`src/rtl/regfile_pkg.sv`:
```
// regfile_pkg -- shared definitions for the multi-port register file.
//   state_t       : sweep controller states (IDLE, CLEAR)
//   DEF_*         : default values for the regfile_mp parameters
//   addr_width()  : derives the address width from the register count
package regfile_pkg;

  typedef enum logic {
    IDLE  = 1'b0,
    CLEAR = 1'b1
  } state_t;

  localparam int DEF_DATA_W   = 32;
  localparam int DEF_NUM_REGS = 32;
  localparam int DEF_NUM_READ = 2;

  // Register counts are powers of two, so clog2 gives an exact address width.
  function automatic int addr_width(input int num_regs);
    return (num_regs <= 1) ? 1 : $clog2(num_regs);
  endfunction

endpackage

```
`src/rtl/regfile_cell.sv`:
```
// regfile_cell -- one DATA_W-bit storage entry with load enable.
//   clock        : rising-edge clock
//   ctrl_reset_n : asynchronous active-low reset, clears q to 0
//   en           : load d into q at the next rising edge
//   d            : next value
//   q            : stored value
module regfile_cell #(
  parameter int DATA_W = 32
) (
  input  logic              clock,
  input  logic              ctrl_reset_n,
  input  logic              en,
  input  logic [DATA_W-1:0] d,
  output logic [DATA_W-1:0] q
);

  // NOTE: clocked state uses non-blocking (<=) so every flop samples
  // pre-edge values regardless of process evaluation order.
  always_ff @(posedge clock or negedge ctrl_reset_n) begin
    if (!ctrl_reset_n) begin
      q <= '0;
    end else if (en) begin
      q <= d;
    end
  end

endmodule

```
`src/rtl/regfile_mp.sv`:
```
// regfile_mp -- multi-read-port register file with write bypass, a
// per-register busy scoreboard and a sequential zero-fill sweep.
//   clock            : sole clock, rising edge
//   ctrl_reset_n     : asynchronous active-low reset
//   ctrl_writeEnable : write request (accepted only while ready)
//   ctrl_writeReg    : write address
//   data_writeReg    : write data
//   ctrl_readReg     : packed read addresses, port k at [k*AW +: AW]
//   data_readReg     : packed read data, port k at [k*DATA_W +: DATA_W]
//   ctrl_reserve     : mark ctrl_reserveReg pending (accepted only while ready)
//   ctrl_reserveReg  : register to reserve
//   busy_read        : per-port pending flag of the addressed register
//   ctrl_clear       : start the zero-fill sweep of entries 1..NUM_REGS-1
//   ready            : high in IDLE, low while sweeping
module regfile_mp
  import regfile_pkg::*;
#(
  parameter  int DATA_W   = DEF_DATA_W,
  parameter  int NUM_REGS = DEF_NUM_REGS,
  parameter  int NUM_READ = DEF_NUM_READ,
  localparam int AW       = addr_width(NUM_REGS)
) (
  input  logic                       clock,
  input  logic                       ctrl_reset_n,
  input  logic                       ctrl_writeEnable,
  input  logic [AW-1:0]              ctrl_writeReg,
  input  logic [DATA_W-1:0]          data_writeReg,
  input  logic [NUM_READ*AW-1:0]     ctrl_readReg,
  output logic [NUM_READ*DATA_W-1:0] data_readReg,
  input  logic                       ctrl_reserve,
  input  logic [AW-1:0]              ctrl_reserveReg,
  output logic [NUM_READ-1:0]        busy_read,
  input  logic                       ctrl_clear,
  output logic                       ready
);

  localparam logic [AW-1:0] LAST_IDX = AW'(NUM_REGS - 1);
  localparam logic [AW-1:0] FIRST_IDX = AW'(1);

  state_t          state;
  state_t          state_next;
  logic [AW-1:0]   sweep_idx;
  logic [AW-1:0]   sweep_idx_next;
  logic            clearing;
  logic            wr_acc;
  logic            rsv_acc;

  // Register 0 is hard-wired to zero, so entry 0 has no storage and no busy bit.
  logic [NUM_REGS-1:1] cell_en;
  logic [DATA_W-1:0]   cell_d;
  logic [DATA_W-1:0]   cell_q [1:NUM_REGS-1];
  logic [DATA_W-1:0]   rd_array [NUM_REGS];
  logic [NUM_REGS-1:1] busy_q;
  logic [NUM_REGS-1:0] busy_vec;

  assign ready    = (state == IDLE);
  assign clearing = (state == CLEAR);

  // Requests are only honoured in IDLE; anything addressed to r0 is dropped.
  assign wr_acc  = ready && ctrl_writeEnable && (ctrl_writeReg != '0);
  assign rsv_acc = ready && ctrl_reserve && (ctrl_reserveReg != '0);

  // ---------------------------------------------------------------------------
  // Sweep controller
  // ---------------------------------------------------------------------------
  always_ff @(posedge clock or negedge ctrl_reset_n) begin
    if (!ctrl_reset_n) begin
      state     <= IDLE;
      sweep_idx <= FIRST_IDX;
    end else begin
      state     <= state_next;
      sweep_idx <= sweep_idx_next;
    end
  end

  // NOTE: every output of a combinational block gets a default first, so no
  // path through the case leaves a variable unassigned and infers a latch.
  always_comb begin
    state_next     = state;
    sweep_idx_next = sweep_idx;
    unique case (state)
      IDLE: begin
        if (ctrl_clear) begin
          state_next     = CLEAR;
          sweep_idx_next = FIRST_IDX;
        end
      end
      CLEAR: begin
        if (sweep_idx == LAST_IDX) begin
          state_next     = IDLE;
          sweep_idx_next = FIRST_IDX;
        end else begin
          sweep_idx_next = sweep_idx + FIRST_IDX;
        end
      end
      default: begin
        state_next     = IDLE;
        sweep_idx_next = FIRST_IDX;
      end
    endcase
  end

  // ---------------------------------------------------------------------------
  // Storage: the sweep and an accepted write never coincide, since writes are
  // only accepted in IDLE, so a single data mux suffices.
  // ---------------------------------------------------------------------------
  assign cell_d = clearing ? '0 : data_writeReg;

  always_comb begin
    cell_en = '0;
    for (int i = 1; i < NUM_REGS; i++) begin
      cell_en[i] = (wr_acc && (ctrl_writeReg == AW'(i))) ||
                   (clearing && (sweep_idx == AW'(i)));
    end
  end

  // NOTE: the entries are individual flops with async reset rather than an
  // inferred RAM, because reset must clear the whole array at once.
  for (genvar g = 1; g < NUM_REGS; g++) begin : g_cell
    regfile_cell #(
      .DATA_W (DATA_W)
    ) u_cell (
      .clock        (clock),
      .ctrl_reset_n (ctrl_reset_n),
      .en           (cell_en[g]),
      .d            (cell_d),
      .q            (cell_q[g])
    );
  end

  always_comb begin
    rd_array[0] = '0;
    for (int i = 1; i < NUM_REGS; i++) begin
      rd_array[i] = cell_q[i];
    end
  end

  // ---------------------------------------------------------------------------
  // Busy scoreboard. Priority: sweep clear, then reservation (the newer
  // producer), then write completion.
  // ---------------------------------------------------------------------------
  always_ff @(posedge clock or negedge ctrl_reset_n) begin
    if (!ctrl_reset_n) begin
      busy_q <= '0;
    end else begin
      for (int i = 1; i < NUM_REGS; i++) begin
        if (clearing && (sweep_idx == AW'(i))) begin
          busy_q[i] <= 1'b0;
        end else if (rsv_acc && (ctrl_reserveReg == AW'(i))) begin
          busy_q[i] <= 1'b1;
        end else if (wr_acc && (ctrl_writeReg == AW'(i))) begin
          busy_q[i] <= 1'b0;
        end
      end
    end
  end

  assign busy_vec = {busy_q, 1'b0};

  // ---------------------------------------------------------------------------
  // Read ports. A port whose address matches an accepted write sees the write
  // data now and is never reported busy, since its value is already available.
  // ---------------------------------------------------------------------------
  always_comb begin
    data_readReg = '0;
    busy_read    = '0;
    for (int k = 0; k < NUM_READ; k++) begin
      if (wr_acc && (ctrl_readReg[k*AW +: AW] == ctrl_writeReg)) begin
        data_readReg[k*DATA_W +: DATA_W] = data_writeReg;
        busy_read[k]                     = 1'b0;
      end else begin
        data_readReg[k*DATA_W +: DATA_W] = rd_array[ctrl_readReg[k*AW +: AW]];
        busy_read[k]                     = busy_vec[ctrl_readReg[k*AW +: AW]];
      end
    end
  end

endmodule

```
`config.mk`:
```
export PLATFORM = sky130hd
export DESIGN_NAME = regfile_mp
export DESIGN_NICKNAME = d
export VERILOG_FILES = /design/src/rtl/regfile_pkg.sv /design/src/rtl/regfile_cell.sv /design/src/rtl/regfile_mp.sv
export SDC_FILE = /design/constraint.sdc
export NUM_CORES = 2
export LEC_CHECK = 0
export BUFFER_PORTS_ARGS = -buffer_cell sky130_fd_sc_hd__buf_2
export CAP_MARGIN = 10
export CORE_ASPECT_RATIO = 2
export CORE_MARGIN = 5
export CORE_UTILIZATION = 55
export DETAILED_ROUTE_END_ITERATION = 12
export PLACE_DENSITY = 0.71
export SYNTH_ARGS = -nofsm -noshare
export SYNTH_HDL_FRONTEND = slang
export SYNTH_HIERARCHICAL = 1
export SYNTH_SLANG_ARGS = --single-unit
```
`constraint.sdc`:
```
create_clock -name clock -period 4.1 [get_ports clock]
set_clock_uncertainty 0.1 [all_clocks]
set_input_delay 0.41 -clock clock [delete_from_list [all_inputs] [get_ports clock]]
set_output_delay 0.41 -clock clock [all_outputs]
set_load 0.05 [all_outputs]
```
==> metrics.cfg <==
[die]
io_pins=124
design.core.area_sq_um=111000
rows=173
die_y_um=481
chipWidth_um=246
start_util_pct=55.2
die_area_sq_um=118000

[drt]
drt_iter0_drc=3785
avgRoutedWirePerCell_um=32.7
drtAntennaViolNets=0
drt-vias-per-instance=6.94
vias=38248
drc_errors=0
totalWireLength_mm=180
dr.pass1.iters=6

[global_routing]
grt_pass1_vias=40340
grt_max_degree=96
grt-ovfl-total=0
grt_antenna_before_repair=4
grt_util_all_layers_pct=30.1
grt_pass1_wl_mm=269

[worst_setup_path]
worstPathMaxFanout=27
critical_path.top_delay_family=simple AND/OR/NAND/NOR gates
required_ps=3590
rr_startpoint=clearing
crit_arrival_ps=3450
critPathSlowestCell=dfrtp_4
crit_start=clearing
path_class=reg -> out
end_kind=output port
path_buf_inv=2
slowest_delay_ps=600
path_cells=nor2b_2 > o41ai_4 > nor4_2 > buf_6 > nand2_1 > o21ai_1 > buf_2
start_kind=flop

[hold_path]
hp-class=in -> reg
min-delay-start=ctrl_reserve

[pwr]
clkPwrFrac_pct=21.0
p_seq_share_pct=39.9
p_per_area_nw_per_um2=681
p_total_mw=45.6
switching_power_mw=14.6
p_leak_nw=29.1
combPwrFrac_pct=39.0
p_int_mw=30.9
ir_drop_mv=0.579
sw_frac_of_total_pct=32.1

[clock_network]
path_clk_slew_ps=60
cts_setup_buffers=0
h-tree-depth=3
numCtsBuffers=97
cts_tree=yes
cts_buffer_depth=3
clkLatencyLatePin_ps=680
clock-sinks=1029
clock-root-buffer=clkbuf_16

[synth]
post-synth-top-area-cell=dfrtp_1
synth_top_family_by_area=multiplexers
synth-compound-area-share_pct=4.87
ys_seq_elements=1029
muxShareOfSynthArea_pct=44.0
yosysWarnings=6
ys_seq_area_share_pct=42.2
syn_avg_cell_area_sq_um=15.7
synthXorXnorAreaFrac_pct=0.172
synth_edf_count=0
synth.distinct_cells=52
yosys-top-cells-area=dfrtp_1, mux2_4, mux4_2
synth-simple-area-share_pct=2.98
synth_top_area_share_pct=42.2
synthAdderAreaFrac_pct=0.123
synth-main-ff-cell=dfrtp_1
synthesis.nets=3950
async_flop_share_pct=100
synth_cells=3887
synth_area_sq_um=61000

[sta]
fin_crit_sh_pct=96.6
setup_viol=0
tightestPinTransition_ps=1270
slew_headroom_pct=15.2
finalCriticalPeriod_ps=3960
fmax_mhz=253
rsz0062_at_grt=false
finalHoldViolCount=0
fin_ws_ps=140
setup_tns_ps=0
drv_slew=0

[cells_and_area]
syn_to_final_growth_pct=9.58
final_common_cell=dfrtp_1
drive_gt1_share_pct=51.3
seqCellArea_sq_um=25800
layout_common_cells=dfrtp_1, mux2_4, mux4_2
final_core_utilization_pct=60.4
multi_input_area_sq_um=32400
final_nets=4009
fillers=8010
finish.instance_area_sq_um=66900

[placement]
hpwlAfterDp_mm=105
gp_congestion=0.876
pre_cts_slack_ps=578
place_area_sq_um=63400
io_buffers=123

[flow_run]
drv_cap=0

[status]
status=finished clean

[cells in the mapped netlist (2+ instances only)]
| cell type | n |
|---|---|
| dfrtp_1 | 1028 |
| mux2_4 | 930 |
| mux4_2 | 434 |
| mux2_2 | 157 |
| mux2i_1 | 134 |
| o22ai_1 | 132 |
| nand2_1 | 124 |
| clkbuf_1 | 116 |
| a221oi_1 | 94 |
| buf_12 | 93 |
| buf_2 | 68 |
| nor2_1 | 62 |
| nor2b_1 | 60 |
| a21oi_1 | 58 |
| buf_6 | 41 |
| nand3_1 | 33 |
| o21ai_1 | 33 |
| or3_1 | 31 |
| o21ai_0 | 28 |
| buf_4 | 27 |
| nor3b_1 | 24 |
| o32ai_1 | 24 |
| inv_1 | 19 |
| buf_1 | 18 |
| a31oi_1 | 16 |
| nand2b_1 | 11 |
| a211oi_1 | 9 |
| nor3_1 | 9 |
| o211a_1 | 9 |
| o31ai_1 | 9 |
| a2111oi_0 | 8 |
| o211ai_1 | 8 |
| xnor2_1 | 7 |
| ha_1 | 6 |
| xor2_1 | 5 |
| or2_2 | 3 |
| and2_1 | 2 |
| and3_1 | 2 |
| nor4_1 | 2 |
[worst paths after layout]
| path | cells after the start | end | slack, ps |
|---|---|---|---|
| setup / recovery | 7 | data_readReg[32] | 140 |
| setup reg to reg | 5 | g_cell[25].u_cell/q[15] | 910 |
| hold / removal | 4 | busy_q[6] | 160 |
| hold reg to reg | 1 | g_cell[28].u_cell/q[20] | 430 |
| min in group asynchronous | 2 | g_cell[26].u_cell/q[28] | 370 |
| max in group asynchronous | 3 | g_cell[8].u_cell/q[3] | 2460 |
[tightest hold or removal path, delay by kind of cell]
kind / cells / cell delay (ps)
and+or+nand+nor: 2 / 330
AOI/OAI and AO/OA: 1 / 60
buffers and inverters: 1 / 110
[logic make-up after synthesis]
| group | count (synthesis) |
|---|---|
| compound gates | 433 |
| buf+inv | 384 |
| xor+xnor | 12 |
| mux | 1655 |
| simple gates | 368 |
| fa+ha+maj | 6 |
| flops | 1029 |
[what timing repair did]
action,in CTS,in global routing
hold endpoints to repair,83,0
hold buffers,9,0
endpoints found under the setup margin,2,1
gates resized for setup,1,1
[power groups by stage]
stage          logic (mW)  clock network (mW)  registers, mW
6_report             17.8                9.59           18.2
3_3_place_gp         17.2                   0           17.8
4_1_cts              17.7                9.69           18.1
5_1_grt              18.5                10.1           18.8
2_1_floorplan        14.4                   0           16.9
3_5_place_dp         17.6                   0           18.1
[metal layers]
layer	vias up	global-route usage (%)	share of wire [%]
li1	15138	-	-
met4	0	13.1	5.3
met3	602	6.63	9.4
met5	-	0	0
met2	2277	47.6	47
met1	20231	40.5	38
[state kept, by name (all words and copies together) (netlist names)]
signal	flops
sweep_idx	5
clearing	1
g_cell.u_cell/q	992
busy_q	31
[through the flow]
step                instances  hold WS, ps
floorplan                3887         14.4
global route             5511          153
CTS                      5507          103
finish                   5514          155
detailed placement       5321          411
global placement         5321          403
[layout make-up]
class                      count  area share [%]
clock inverter                34           0.743
inverter                      20           0.112
tap                         1487            2.78
sequential                  1029            38.5
antenna                        3          0.0112
clock buffer                 143            4.16
timing repair buffer         324            5.25
multi-input combinational   2474            48.4
Note: power is estimated with default switching activity, not from simulation.
